`src/rtl/padring_enable_seq.sv`:
```
`default_nettype none
// ============================================================================
// Module   : padring_enable_seq
// Function : IO pad-ring sequencer: debounced supply check, staged group
//            enable, reverse-order teardown, sticky fault on supply loss.
// Revision : 1.0
// ============================================================================
module padring_enable_seq #(
  parameter int NGROUPS  = 4,
  parameter int DEBOUNCE = 16,
  parameter int STEP     = 8
) (
  input  logic               clk,
  input  logic               rst_n,
  input  logic               pwr_ok,
  input  logic               en_req,
  output logic [NGROUPS-1:0] grp_en,
  output logic               ready,
  output logic               busy,
  output logic               fault
);

  localparam int c_cnt_max = (DEBOUNCE > STEP) ? DEBOUNCE : STEP;
  localparam int c_cnt_w   = $clog2(c_cnt_max);
  localparam int c_idx_w   = $clog2(NGROUPS + 1);

  localparam logic [c_cnt_w-1:0] c_cnt_one   = c_cnt_w'(1);
  localparam logic [c_cnt_w-1:0] c_deb_last  = c_cnt_w'(DEBOUNCE - 1);
  localparam logic [c_cnt_w-1:0] c_step_last = c_cnt_w'(STEP - 1);
  localparam logic [c_idx_w-1:0] c_idx_one   = c_idx_w'(1);
  localparam logic [c_idx_w-1:0] c_idx_full  = c_idx_w'(NGROUPS);
  localparam logic [NGROUPS-1:0] c_grp_first = NGROUPS'(1);

  typedef enum logic [2:0] {
    S_IDLE     = 3'd0,
    S_DEBOUNCE = 3'd1,
    S_RAMP     = 3'd2,
    S_ON       = 3'd3,
    S_DOWN     = 3'd4
  } state_t;

  state_t               r_state;
  logic                 r_pwr_meta;
  logic                 r_pwr_s;
  logic [c_cnt_w-1:0]   r_cnt;
  logic [c_idx_w-1:0]   r_idx;
  logic [NGROUPS-1:0]   r_grp_en;
  logic                 r_ready;
  logic                 r_busy;
  logic                 r_fault;
  logic                 w_pads_live;

  // States in which at least one group is, or is about to be, driven.
  assign w_pads_live = (r_state == S_RAMP) || (r_state == S_ON) || (r_state == S_DOWN);

  always_ff @(posedge clk or negedge rst_n) begin
    if (!rst_n) begin
      r_pwr_meta <= 1'b0;
      r_pwr_s    <= 1'b0;
    end else begin
      r_pwr_meta <= pwr_ok;
      r_pwr_s    <= r_pwr_meta;
    end
  end

  always_ff @(posedge clk or negedge rst_n) begin
    if (!rst_n) begin
      r_state  <= S_IDLE;
      r_cnt    <= '0;
      r_idx    <= '0;
      r_grp_en <= '0;
      r_ready  <= 1'b0;
      r_busy   <= 1'b0;
      r_fault  <= 1'b0;
    end else if (w_pads_live && !r_pwr_s) begin
      r_state  <= S_IDLE;
      r_cnt    <= '0;
      r_idx    <= '0;
      r_grp_en <= '0;
      r_ready  <= 1'b0;
      r_busy   <= 1'b0;
      r_fault  <= 1'b1;
    end else begin
      case (r_state)
        S_IDLE: begin
          if (r_fault) begin
            if (!en_req) r_fault <= 1'b0;
          end else if (r_pwr_s && en_req) begin
            r_state <= S_DEBOUNCE;
            r_cnt   <= '0;
            r_busy  <= 1'b1;
          end
        end
        S_DEBOUNCE: begin
          if (!r_pwr_s || !en_req) begin
            r_state <= S_IDLE;
            r_cnt   <= '0;
            r_busy  <= 1'b0;
          end else if (r_cnt == c_deb_last) begin
            r_state  <= S_RAMP;
            r_grp_en <= c_grp_first;
            r_idx    <= c_idx_one;
            r_cnt    <= '0;
          end else begin
            r_cnt <= r_cnt + c_cnt_one;
          end
        end
        S_RAMP: begin
          if (!en_req) begin
            r_state <= S_DOWN;
            r_cnt   <= '0;
          end else if (r_cnt == c_step_last) begin
            r_cnt <= '0;
            if (r_idx == c_idx_full) begin
              r_state <= S_ON;
              r_ready <= 1'b1;
              r_busy  <= 1'b0;
            end else begin
              r_grp_en <= (r_grp_en << 1) | c_grp_first;
              r_idx    <= r_idx + c_idx_one;
            end
          end else begin
            r_cnt <= r_cnt + c_cnt_one;
          end
        end
        S_ON: begin
          if (!en_req) begin
            r_state <= S_DOWN;
            r_ready <= 1'b0;
            r_busy  <= 1'b1;
            r_cnt   <= '0;
          end
        end
        S_DOWN: begin
          // grp_en is a thermometer code, so shifting right drops the highest group.
          if (r_cnt == c_step_last) begin
            r_cnt    <= '0;
            r_grp_en <= r_grp_en >> 1;
            r_idx    <= r_idx - c_idx_one;
            if (r_idx == c_idx_one) begin
              r_state <= S_IDLE;
              r_busy  <= 1'b0;
            end
          end else begin
            r_cnt <= r_cnt + c_cnt_one;
          end
        end
        default: begin
          r_state  <= S_IDLE;
          r_cnt    <= '0;
          r_idx    <= '0;
          r_grp_en <= '0;
          r_ready  <= 1'b0;
          r_busy   <= 1'b0;
        end
      endcase
    end
  end

  assign grp_en = r_grp_en;
  assign ready  = r_ready;
  assign busy   = r_busy;
  assign fault  = r_fault;

endmodule
`default_nettype wire

```
`config.mk`:
```
export PLATFORM = sky130hd
export DESIGN_NAME = padring_enable_seq
export DESIGN_NICKNAME = d
export VERILOG_FILES = /design/src/rtl/padring_enable_seq.sv
export SDC_FILE = /design/constraint.sdc
export NUM_CORES = 1
export LEC_CHECK = 0
export BUFFER_PORTS_ARGS = -buffer_cell sky130_fd_sc_hd__clkbuf_2
export CAP_MARGIN = 10
export CORE_MARGIN = 4
export CORE_UTILIZATION = 57
export CTS_BUF_LIST = sky130_fd_sc_hd__clkbuf_8
export DETAILED_ROUTE_END_ITERATION = 16
export PLACE_DENSITY = 0.77
export SLEW_MARGIN = 10
export SYNTH_ARGS = -nofsm -noshare
export SYNTH_HDL_FRONTEND = slang
export SYNTH_SLANG_ARGS = --single-unit
```
`constraint.sdc`:
```
create_clock -name clk -period 4.3 [get_ports clk]
set_input_delay 0.645 -clock clk [delete_from_list [all_inputs] [get_ports clk]]
set_output_delay 0.645 -clock clk [all_outputs]
set_load 0.02 [all_outputs]
```
* Word-level counts from Yosys, hierarchy flattened *
Cells that the tools add are included.

storage, ports and cells
  register bits after elaboration = 19
  latch bits = 0
  bits in writable memories = 0
  bits in read-only memories = 0
  bits of input ports = 4
  output and inout bits = 7
  logic and storage cells = 111
  memories kept = 0

operators by class
  add/subtract/negate cells = 3
  $mul = 0
  div/mod/pow operators = 0
  $lt $le $gt $ge = 0
  equality and inequality tests = 25
  shift operators = 0
  muxes and demuxes = 58
  bitwise logic cells = 0
  reduce and logical (&&, ||, !) cells = 16

operator list
  cell                 count
  $mux 4               15
  $mux 3               18
  $pmux 4 s5           1
  $mux 1               19
  $ne 3x3->1 const B   6
  $pmux 4 s4           1
  $pmux 3 s5           1
  $ne 3x1->1 const B   4
  $pmux 3 s4           1
  $reduce_and 9->1     1
  $ne 4x2->1 const B   2
  $reduce_and 8->1     1
  $reduce_and 7->1     1
  $eq 3x1->1 const B   2
  $eq 3x2->1 const B   2
  $eq 3x3->1 const B   2
  $ne 3x2->1 const B   2
  $pmux 1 s5           1
  $reduce_and 5->1     1
  $add 4x1->4 const B  1
  $eq 4x3->1 const B   1
  $eq 4x4->1 const B   1
  $ne 2x1->1 const B   2
  $ne 4x4->1 const B   1
  other kinds (11)     15

* Longest topological paths before layout *
Gate-level depths: netlist of the first run.

  depth in word-level cells = 6
  depth in mapped cells = 7
  depth with buffers taken out = 7

* Worst setup path after synthesis of the first run *
No wires, ideal clock.

  path type = input to register
  start point = input en_req
  end point = register r_state[0]
  library setup time = 0.125 ns
  data arrival time = 1.846 ns
  required time = 4.175 ns
  setup slack = 2.329 ns
  stages = 6
  path buffers = 1
  path through = buf_4 > nand2_4 > o21ai_0 > a21oi_1 > or4_4 > mux2_4

between the ends
  longest elaborated chain between the ends = 5
  elaborated cells on any way between the ends = 13
  classes of those cells = eq/ne (5); mux (4); reduce/logical (4)

ends and longest elaborated chain
  element                 RTL line  source
  start: declaration      16        input logic en_req,
  $logic_not 1->1         -
  $logic_or 1x1->1        95        if (!r_pwr_s || !en_req) begin
  $mux 3                  95
  $pmux 3 s5              84        case (r_state)
  $mux 3                  75        end else if (w_pads_live && !r_pwr_s) begin
  end signal: assignment  76        r_state <= S_IDLE;
  end signal: assignment  89        r_state <= S_DEBOUNCE;
  end signal: assignment  96        r_state <= S_IDLE;
  end: declaration        42        state_t r_state;

Parallel ways exist; a longest one is shown, timed or not.
A chain may end at the register's enable or synchronous reset.

* Worst setup path in the final report of the first run *
  start point = register r_state[0]
  end point = register r_idx[1]

between the ends
  longest elaborated chain between the ends = 6
  elaborated cells on any way between the ends = 19
  classes of those cells = eq/ne (11); mux (2); reduce/logical (6)

ends and longest elaborated chain
  element                                             RTL line  source
  start signal: assignment                            68        r_state <= S_IDLE;
  start signal: assignment                            76
  start signal: assignment                            89
  $eq 3x2->1                                          54, 84
  $logic_or 1x1->1 (2 in series)                      54        assign w_pads_live = (r_state == S_RAMP) || (r_state == S_ON) || (r_state == S_DOWN);
  $logic_and 1x1->1                                   75
  $ne 3x3->1 (no line), or another cell as far along  -
  $reduce_and 7->1 (no line)                          -
  end signal: assignment                              102       r_idx <= c_idx_one;
  end signal: assignment                              120       r_idx <= r_idx + c_idx_one;
  end signal: assignment                              139       r_idx <= r_idx - c_idx_one;
  end: declaration                                    46        logic [c_idx_w-1:0] r_idx;

Parallel ways exist; a longest one is shown, timed or not.

==> results of run 1 <==
through the flow:
stage / cell area [µm²] / instances / util / power, W / hold WS (ns)
after detailed placement: 1330 / 162 / 0.644 / 0.000623 / 0.336
after CTS: 1370 / 166 / 0.666 / 0.000748 / 0.349
final: 1370 / 166 / 0.666 / 0.000745 / 0.327
after global routing: 1370 / 166 / 0.666 / 0.000797 / 0.364
after global placement: 1330 / 162 / 0.644 / 0.000614 / 0.334
after floorplan: 1290 / 132 / - / 0.000555 / 0.331
layer usage:
metal,vias to the layer above,global-route usage,part of all wire
met5,-,0,0
met4,0,0.0451,0.015
met3,6,0.0441,0.066
met2,36,0.282,0.48
met1,499,0.236,0.44
li1,499,-,-
cells in the mapped netlist, drive strengths merged, types with 2 or more instances:
master / count
a211oi: 5
a21oi: 4
a22oi: 2
a31oi: 2
buf: 5
clkbuf: 2
dfrtp: 19
ha: 5
inv: 8
mux2: 6
nand2: 11
nand2b: 4
nand3: 4
nand3b: 2
nand4: 2
nand4bb: 2
nor2: 10
nor2b: 3
nor3: 5
o21ai: 10
o31ai: 2
xor2: 2
critical path, cell delays in order, from the launching register on:
cell,delay (ns)
dfrtp_1,0.67
nand4bb_2,0.33
o21ai_0,0.13
a211oi_2,0.37
o21a_4,0.24
mux2_2,0.35
flip-flops by register name (all words and copies together), names as in the netlist:
name / cells
ready: 1
fault: 1
r_pwr_meta: 1
r_pwr_s: 1
grp_en: 4
r_state: 3
r_cnt: 4
r_idx: 3
busy: 1
logic make-up after synthesis:
logic type	after synthesis	share of synthesized area
buffers and inverters	15	0.0592
DFF	19	0.369
xor gates and xnor gates	2	0.0136
muxes	7	0.0660
AOI/OAI and AO/OA	33	0.203
and+or+nand+nor	51	0.242
adders and majority gates	5	0.0485
path summary, 6_finish.rpt:
| kind | slack [ns] | end | from |
|---|---|---|---|
| min in group clk | 0.35 | r_pwr_s$_DFF_PN0_ | r_pwr_meta$_DFF_PN0_ |
| worst min-delay path | 0.33 | fault$_DFFE_PN0P_ | rst_n |
| worst max-delay path | 2.08 | r_idx[1]$_DFFE_PN0P_ | r_state[0]$_DFFE_PN0P_ |
| worst max register to register | 2.08 | r_idx[1]$_DFFE_PN0P_ | r_state[0]$_DFFE_PN0P_ |
| max in group asynchronous | 3.66 | r_cnt[1]$_DFFE_PN0P_ | rst_n |
| worst min register to register | 0.35 | r_pwr_s$_DFF_PN0_ | r_pwr_meta$_DFF_PN0_ |
power groups by stage:
stage,logic (W),registers [W],clock network (W)
floorplan,0.000284,0.000271,0
global placement,0.000334,0.000280,0
detailed placement,0.000340,0.000284,0
CTS,0.000343,0.000281,0.000124
global route,0.000373,0.000292,0.000132
finish,0.000344,0.000282,0.000118
layout make-up:
| class | instances | area (µm²) |
|---|---|---|
| clock buffer | 3 | 41.3 |
| clock inverter | 1 | 3.75 |
| fill | 150 | 689 |
| inverter | 8 | 30.0 |
| multi-input combinational | 98 | 738 |
| sequential | 19 | 475 |
| tap | 27 | 33.8 |
| timing repair buffer | 10 | 50.0 |
==> reports/results.ini, run 1 <==
[status]
status=finished, final reports clean

[place]
place.gp.congestion=0.908
post-place-ws_ns=2.13
portBuffers=10
post-dp-hpwl_mm=1.86

[clock_tree]
ctsLongestPathBuffers=2
worstSkewPairLatency_ns=0.25
hold_buffers=0
htreeDepth=1
tritoncts=yes
cts-root-buf=clkbuf_8
post_cts_buffers=0
cts.clk_slew.worst_paths_ns=0.07
cts_resized=0
cts_inserted_buffers=3
cts_num_sinks=19

[timing]
hold_viol_final=0
fin_skew_ns=0.00184
slew_viol_final=0
setup_violations=0
setup_tns_ns=0
slew-limit-headroom=0.620
min_period_ns=2.22
worst_pin_slew_ns=0.556
finalCritPeriodShare=0.516
clock.fmax_mhz=451
setup_ws_ns=2.08
rsz0062_at_grt=no

[logic_synthesis]
ys_seq_area_frac=0.369
synthTopCellsByArea=dfrtp_1 (37%), ha_1 (4.8%), o21ai_0 (3.5%), mux2_2 (3.5%), a31oi_4 (3.3%)
synthFlopType=dfrtp_1
synthArstFlopShare=1.00
synth_area_per_cell_um2=9.77
synth_top_area_cell=dfrtp_1
synth-seq-cells=19
netlist_area_um2=1290
synth_top_area_share=0.369
synth_cells=132
yosys_warnings=0
syn_nets=141
ys_types=47
synth_edf_count=0

[power]
internal-power_w=0.000443
power_frac_clock=0.159
combPwrFrac=0.462
p_switching_w=0.000302
power.share.sequential=0.379
switching_share=0.405
p_leak_nw=0.574
ir_drop_v=0.000336
p_per_area_nw_per_um2=543

[floorplan]
io_pins=11
die_y_um=55.6
die-area_um2=3090
num_rows=16
dieWidth_um=55.6
start_util=0.626
core_area_um2=2060

[detailed_routing]
wirelength_mm=2.59
drc=0
routed_via_density=6.27
ant_nets=0
dr.first_iter.drc_count=55
first_pass_iters=4
post_drt_wl_per_cell_um=15.6
via_count=1040

[job]
maxCapViolCount=0

[grt]
antenna_found_initial=0
grt_max_degree=20
grt_pass1_vias=943
overflow=0
grt_pass1_wl_mm=4.42
grt_usage=0.176

[final_layout]
area_growth_pct=6.40
drive_gt1_frac=0.216
nets=149
diodes=0
final_common_cell=dfrtp_1
layout_common_cells=dfrtp_1 (19), nor2_1 (10), nand2_1 (10), clkbuf_2 (10)

[critical_path]
critPathLaunchType=flop
critical_path_class=reg -> reg
crit_arrival_ns=2.35
ff2ff_path_depth=5
worstSetupEndpointType=flop
worstPathMaxFanout=19
required_ns=4.44

[worst_hold_path]
hp-class=in -> async

Note: power is estimated with default switching activity, not from simulation.
==> inputs of run 2 (changes only) <==
--- a/config.mk
+++ b/config.mk
@@ -5,10 +5,11 @@
 export SDC_FILE = /design/constraint.sdc
 export NUM_CORES = 1
 export LEC_CHECK = 0
+export ABC_AREA = 1
 export BUFFER_PORTS_ARGS = -buffer_cell sky130_fd_sc_hd__clkbuf_2
 export CAP_MARGIN = 10
 export CORE_MARGIN = 4
-export CORE_UTILIZATION = 57
+export CORE_UTILIZATION = 55
 export CTS_BUF_LIST = sky130_fd_sc_hd__clkbuf_8
 export DETAILED_ROUTE_END_ITERATION = 16
 export PLACE_DENSITY = 0.77
==> constraint.sdc (replaced) <==
create_clock -name clk -period 1.9 [get_ports clk]
set_input_delay 0.285 -clock clk [delete_from_list [all_inputs] [get_ports clk]]
set_output_delay 0.285 -clock clk [all_outputs]
set_load 0.02 [all_outputs]
==> reports/results.ini, run 2 <==
[status]
status=finished, final reports clean

[grt]
grt_max_degree=20  ; unchanged
antenna_found_initial=0  ; unchanged
grt_usage=0.192  ; +0.0163
grt_pass1_wl_mm=4.88  ; +10%
grt_pass1_vias=1159  ; +23%
overflow=0  ; unchanged

[logic_synthesis]
yosysMostFrequentCell=nand2_1
synth_common_cells=nand2_1 (67), inv_1 (23), dfrtp_1 (19), nor2_1 (9)
synth_area_per_cell_um2=7.27  ; -26%
synthFlopType=dfrtp_1
synth_edf_count=0  ; unchanged
synth_top_area_cell=dfrtp_1
syn_nets=186  ; +32%
synthArstFlopShare=1.00  ; unchanged
synth_top_area_share=0.370  ; +0.00108
synthTopCellsByArea=dfrtp_1 (37%), nand2_1 (20%), inv_1 (6.7%), ha_1 (4.9%), o21bai_1 (4.7%)
ys_seq_area_frac=0.370  ; +0.00108
ys_types=25  ; -47%
netlist_area_um2=1290  ; -0.29%
synth_cells=177  ; +34%
yosys_warnings=0  ; unchanged
synth-seq-cells=19  ; unchanged

[critical_path]
crit_buf_inv=1  ; +1
worstPathMaxFanout=8  ; -11
cp_top_family=simple AND/OR/NAND/NOR gates
crit_top_cell=nand2_1
critical_path_class=reg -> reg
critPathLaunchType=flop
crit_arrival_ns=1.77  ; -0.58 ns
crit_slowest_cell=dfrtp_1
required_ns=2.10  ; -2.34 ns
cp_cell_sequence=ha_1 -> nand2_1 -> inv_1 -> nand2_1 -> o21ai_2 -> nand2_2 -> nor2_4 -> nand2_1 -> nand2_1
cpPeakStageDelay_ns=0.40  ; -0.27 ns
worstSetupEndpointType=flop

[worst_hold_path]
hp-class=in -> reg

[job]
maxCapViolCount=0  ; unchanged

[timing]
slew-limit-headroom=0.686  ; +0.0659
holdWs_ns=0.124  ; -0.203 ns
finalCritPeriodShare=0.824  ; +0.309
setup_tns_ns=0  ; unchanged
hold_viol_final=0  ; unchanged
min_period_ns=1.57  ; -0.652 ns
setup_violations=0  ; unchanged
slew_viol_final=0  ; unchanged
rsz0062_at_grt=no
clock.fmax_mhz=638  ; +42%
fin_skew_ns=0.000978  ; -0.000864 ns
worst_pin_slew_ns=0.471  ; -0.0844 ns

[clock_tree]
post_cts_buffers=0  ; unchanged
cts-root-buf=clkbuf_8
cts_num_sinks=19  ; unchanged
tritoncts=yes
ctsLongestPathBuffers=2  ; unchanged
worstSkewPairLatency_ns=0.26  ; about the same
cts.clk_slew.worst_paths_ns=0.07  ; about the same
htreeDepth=1  ; unchanged
cts_inserted_buffers=3  ; unchanged

[detailed_routing]
via_count=1177  ; +13%
post_drt_wl_per_cell_um=12.4  ; -21%
ant_nets=0  ; unchanged
first_pass_iters=4  ; unchanged
dr.first_iter.drc_count=51  ; -7.3%
drc=0  ; unchanged
wirelength_mm=2.73  ; +5.1%
routed_via_density=5.35  ; -15%

[final_layout]
fin_area_um2=1430  ; +4.0%
area_growth_pct=11.0
final_common_cell=nand2_1
diodes=0  ; unchanged
utilization=0.645  ; -0.0203
drive_gt1_frac=0.156  ; -0.0596
instances_no_fill=220  ; +33%
layout_common_cells=nand2_1 (67), inv_1 (23), dfrtp_1 (19)
nets=202  ; +36%

[place]
portBuffers=10  ; unchanged
place.gp.congestion=0.913  ; +0.52%
placedInstanceArea_um2=1370  ; +3.3%
dp.cells=215  ; +33%
post-dp-hpwl_mm=2.11  ; +13%

[floorplan]
start_util=0.581  ; -0.0442
core_area_um2=2210  ; +7.3%
io_pins=11  ; unchanged
die_y_um=56.4  ; +1.4%
die-area_um2=3180  ; +2.9%
num_rows=17  ; +1
dieWidth_um=56.4  ; +1.4%

[power]
power_frac_clock=0.139  ; -0.020
switching_share=0.500  ; +0.0945
p_per_area_nw_per_um2=1450  ; +170%
internal-power_w=0.00104  ; +130%
combPwrFrac=0.567  ; +0.105
ir_drop_v=0.000835  ; +150%
power.share.sequential=0.294  ; -0.085
p_leak_nw=0.859  ; +50%
p_switching_w=0.00104  ; +240%

-- run 2: changes by cell type in the layout (fill, tap and decap cells not counted), moves of 3 or more --
| cell | change |
|---|---|
| nor3_1 | -4 |
| nor2b_1 | -3 |
| o21ai_0 | -6 |
| nand2_2 | +4 |
| nand2b_1 | -4 |
| a211oi_1 | -3 |
| nand2_1 | +57 |
| nand3_1 | +4 |
| inv_1 | +14 |
| o21bai_1 | +8 |
| nor2_4 | +3 |
| mux2_2 | -4 |
-- run 2: area by class of cell --
type / instances / area [µm²]
Clock buffer: 3 / 41.3
Clock inverter: 1 / 5.00
Fill cell: 199 / 785
Inverter: 25 / 93.8
Multi-Input combinational cell: 133 / 717
Sequential cell: 19 / 475
Tap cell: 28 / 35.0
Timing Repair Buffer: 11 / 60.1
-- run 2: cells by family (layout without fill, tap and decap cells) --
| family | Yosys count | in the layout | synth area share |
|---|---|---|---|
| and+or+nand+nor | 102 | 102 | 0.373 |
| xor gates and xnor gates | 3 | 3 | 0.0204 |
| DFF | 19 | 19 | 0.370 |
| AOI/OAI and AO/OA | 23 | 23 | 0.116 |
| buffers and inverters | 25 | 40 | 0.0730 |
| adders and majority gates | 5 | 5 | 0.0486 |
-- run 2: metal layers --
layer,GRT usage,routed length (µm)
met4,0.0881,69
met2,0.331,1330
met5,0,0
met1,0.230,1170
met3,0.0368,155
-- run 2: final timing paths --
| path | startpoint | to | slack [ns] | cells past startpoint |
|---|---|---|---|---|
| max | r_cnt[0]$_DFFE_PN0P_ | grp_en[1]$_DFFE_PN0P_ | 0.33 | 9 |
| min | pwr_ok | r_pwr_meta$_DFF_PN0_ | 0.12 | 1 |
| max reg2reg | r_cnt[0]$_DFFE_PN0P_ | grp_en[1]$_DFFE_PN0P_ | 0.33 | 9 |
| min reg2reg | r_pwr_meta$_DFF_PN0_ | r_pwr_s$_DFF_PN0_ | 0.35 | 0 |
| max in group asynchronous | rst_n | r_cnt[3]$_DFFE_PN0P_ | 1.07 | 2 |
| min in group asynchronous | rst_n | r_state[0]$_DFFE_PN0P_ | 0.51 | 2 |
-- run 2: power groups by stage --
| stage | Sequential (W) | Clock [W] | Combinational (W) |
|---|---|---|---|
| after detailed placement | 0.000617 | 0 | 0.00116 |
| after global placement | 0.000607 | 0 | 0.00114 |
| after global routing | 0.000623 | 0.000313 | 0.00132 |
| after floorplan | 0.000646 | 0 | 0.000870 |
| after CTS | 0.000609 | 0.000288 | 0.00118 |
| final | 0.000609 | 0.000289 | 0.00118 |
-- run 2: metrics by stage --
stage | total power, W | setup WS, ns
6_report | 0.00207 | 0.334
3_3_place_gp | 0.00175 | 0.341
2_1_floorplan | 0.00152 | 0.556
3_5_place_dp | 0.00178 | 0.369
5_1_grt | 0.00226 | 0.135
4_1_cts | 0.00207 | 0.338
-- run 2: repair_timing --
item                      CTS  global route
hold endpoints to repair   19             0
resized for setup           0             0
hold buffers                1             0
==> inputs of run 3 (changes only) <==
==> constraint.sdc (replaced) <==
create_clock -name clk -period 1.4 [get_ports clk]
set_input_delay 0.21 -clock clk [delete_from_list [all_inputs] [get_ports clk]]
set_output_delay 0.21 -clock clk [all_outputs]
set_load 0.02 [all_outputs]
==> reports/results.ini, run 3 (synthesized netlist as in run 2, its figures left out) <==
[timing]
setup_violations=15  ; +15
setup_ws_ns=-0.0953  ; -0.429 ns
rsz0062_at_grt=yes
clock.fmax_mhz=669  ; +4.7%
slew_viol_final=0  ; unchanged
worst_pin_slew_ns=0.487  ; +0.0160 ns
slew-limit-headroom=0.675  ; -0.0107
hold_viol_final=0  ; unchanged
holdWs_ns=0.0501  ; -0.0738 ns
min_period_ns=1.50  ; -0.0710 ns
fin_skew_ns=0.00227  ; +0.00129 ns
finalCritPeriodShare=1.07  ; +0.244
setup_tns_ns=-0.793  ; -0.793 ns

[place]
dp.cells=233  ; +8.4%
post-dp-hpwl_mm=2.34  ; +11%
portBuffers=10  ; unchanged
place.gp.congestion=0.937  ; +2.6%
post-place-ws_ns=-0.0783  ; -0.447 ns

[final_layout]
n_fill_cell=136  ; -32%
drive_gt1_frac=0.414  ; +0.257
multi_input_area_um2=840  ; +17%
final_common_cell=nand2_1
diodes=0  ; unchanged
instances_no_fill=248  ; +13%
area_growth_pct=37.8
layout_common_cells=nand2_1 (50), buf_4 (28), inv_1 (18)
nets=230  ; +14%
register_area_um2=480  ; +1.1%

[critical_path]
required_ns=1.55  ; -0.55 ns
r2r_end=r_state[1]$_DFFE_PN0P_
ff2ff_path_depth=7  ; -2
critical_path_class=reg -> reg
r2r_slack_ns=-0.1  ; -0.43 ns
rr_startpoint=r_pwr_s$_DFF_PN0_
worstSetupEndpointType=flop
critPathLaunchType=flop
worstPathMaxFanout=4  ; -4
crit_arrival_ns=1.65  ; -0.12 ns
setup.worst_path.start=r_pwr_s$_DFF_PN0_

[power]
p_leak_nw=1.01  ; +17%
switching_share=0.484  ; -0.0152
internal-power_w=0.00184  ; +77%
ir_drop_v=0.00141  ; +69%
p_per_area_nw_per_um2=2010  ; +38%
combPwrFrac=0.656  ; +0.089
power.share.sequential=0.234  ; -0.060
p_switching_w=0.00172  ; +66%
power_frac_clock=0.110  ; -0.029
power_w=0.00356  ; +72%

[grt]
antenna_found_initial=0  ; unchanged
overflow=0  ; unchanged
grt_pass1_vias=1325  ; +14%
grt_pass1_wl_mm=5.57  ; +14%
grt_max_degree=20  ; unchanged
grt_usage=0.222  ; +0.0300

[clock_tree]
cts-root-buf=clkbuf_8
cts_inserted_buffers=3  ; unchanged
cts_num_sinks=19  ; unchanged
cts.clk_slew.worst_paths_ns=0.08  ; about the same
ctsLongestPathBuffers=2  ; unchanged
tritoncts=yes
htreeDepth=1  ; unchanged
worstSkewPairLatency_ns=0.26  ; about the same

[detailed_routing]
via_count=1348  ; +15%
first_pass_iters=4  ; unchanged
dr.first_iter.drc_count=66  ; +29%
wirelength_mm=3.71  ; +36%
post_drt_wl_per_cell_um=15.0  ; +21%
routed_via_density=5.44  ; +1.6%
drc=0  ; unchanged
ant_nets=0  ; unchanged

[floorplan]
core_area_um2=2210  ; unchanged
io_pins=11  ; unchanged
dieWidth_um=56.4  ; unchanged
die-area_um2=3180  ; unchanged
start_util=0.581  ; unchanged
num_rows=17  ; unchanged
die_y_um=56.4  ; unchanged

[job]
maxCapViolCount=0  ; unchanged

[worst_hold_path]
hp-class=in -> reg
whs_endpoint=r_pwr_meta$_DFF_PN0_
hold_start=pwr_ok
hold_depth=1  ; unchanged

[status]
status=finished with violations
violations=negative setup slack

run 3: cell count changes in the layout (fill, tap and decap cells not counted), sizes merged:
cell and change:
buf +28
run 3: through the flow:
step / cell area [µm²] / util
4_1_cts: 1630 / 0.735
3_5_place_dp: 1510 / 0.681
5_1_grt: 1770 / 0.801
3_3_place_gp: 1510 / 0.681
6_report: 1770 / 0.801
2_1_floorplan: 1290 / -
run 3: power by group through the flow:
stage / clock network (W) / logic, W / registers (W)
after floorplan: 0 / 0.00118 / 0.000876
after global placement: 0 / 0.00183 / 0.000809
after detailed placement: 0 / 0.00189 / 0.000821
after CTS: 0.000399 / 0.00200 / 0.000818
after global routing: 0.000421 / 0.00254 / 0.000854
final: 0.000393 / 0.00233 / 0.000833
run 3: layer usage:
layer	GRT usage	vias to the layer above	share of wire
met5	0	-	0
met4	0.112	0	0.027
met3	0.0368	12	0.037
met2	0.387	46	0.50
met1	0.261	644	0.43
li1	-	646	-
run 3: worst max path at each step:
stage	endpoint	slack, ns	cells after the start
after CTS	r_idx[1]$_DFFE_PN0P_	-0.05	9
after global placement	r_state[0]$_DFFE_PN0P_	-0.04	7
final	r_state[1]$_DFFE_PN0P_	-0.1	7
after detailed placement	r_idx[1]$_DFFE_PN0P_	-0.08	9
after floorplan	grp_en[0]$_DFFE_PN0P_	0.06	9
after global routing	r_state[0]$_DFFE_PN0P_	-0.19	7
run 3: area by class of cell:
cell class / count / area share
clock buffer: 3 / 0.0233
sequential: 19 / 0.271
timing repair buffer: 39 / 0.152
inverter: 25 / 0.0572
multi-input combinational: 133 / 0.474
tap: 28 / 0.0198
clock inverter: 1 / 0.00282
run 3: worst max-delay path: stages (launching register included):
cell and delay, ns:
dfrtp_2 0.44, nand2_2 0.12, o211ai_1 0.30, nand2_1 0.17
nor2_4 0.18, nand2_2 0.07, nand2_1 0.06, nand2_1 0.05
run 3: timing repair:
item                       4_1_cts  5_1_grt
setup buffers                    2        8
hold buffers                     1        0
setup endpoints to repair       14       16
hold endpoints to repair        19        0
cloned                           0        0
gates resized for setup         18       28
pin swaps                       12       20
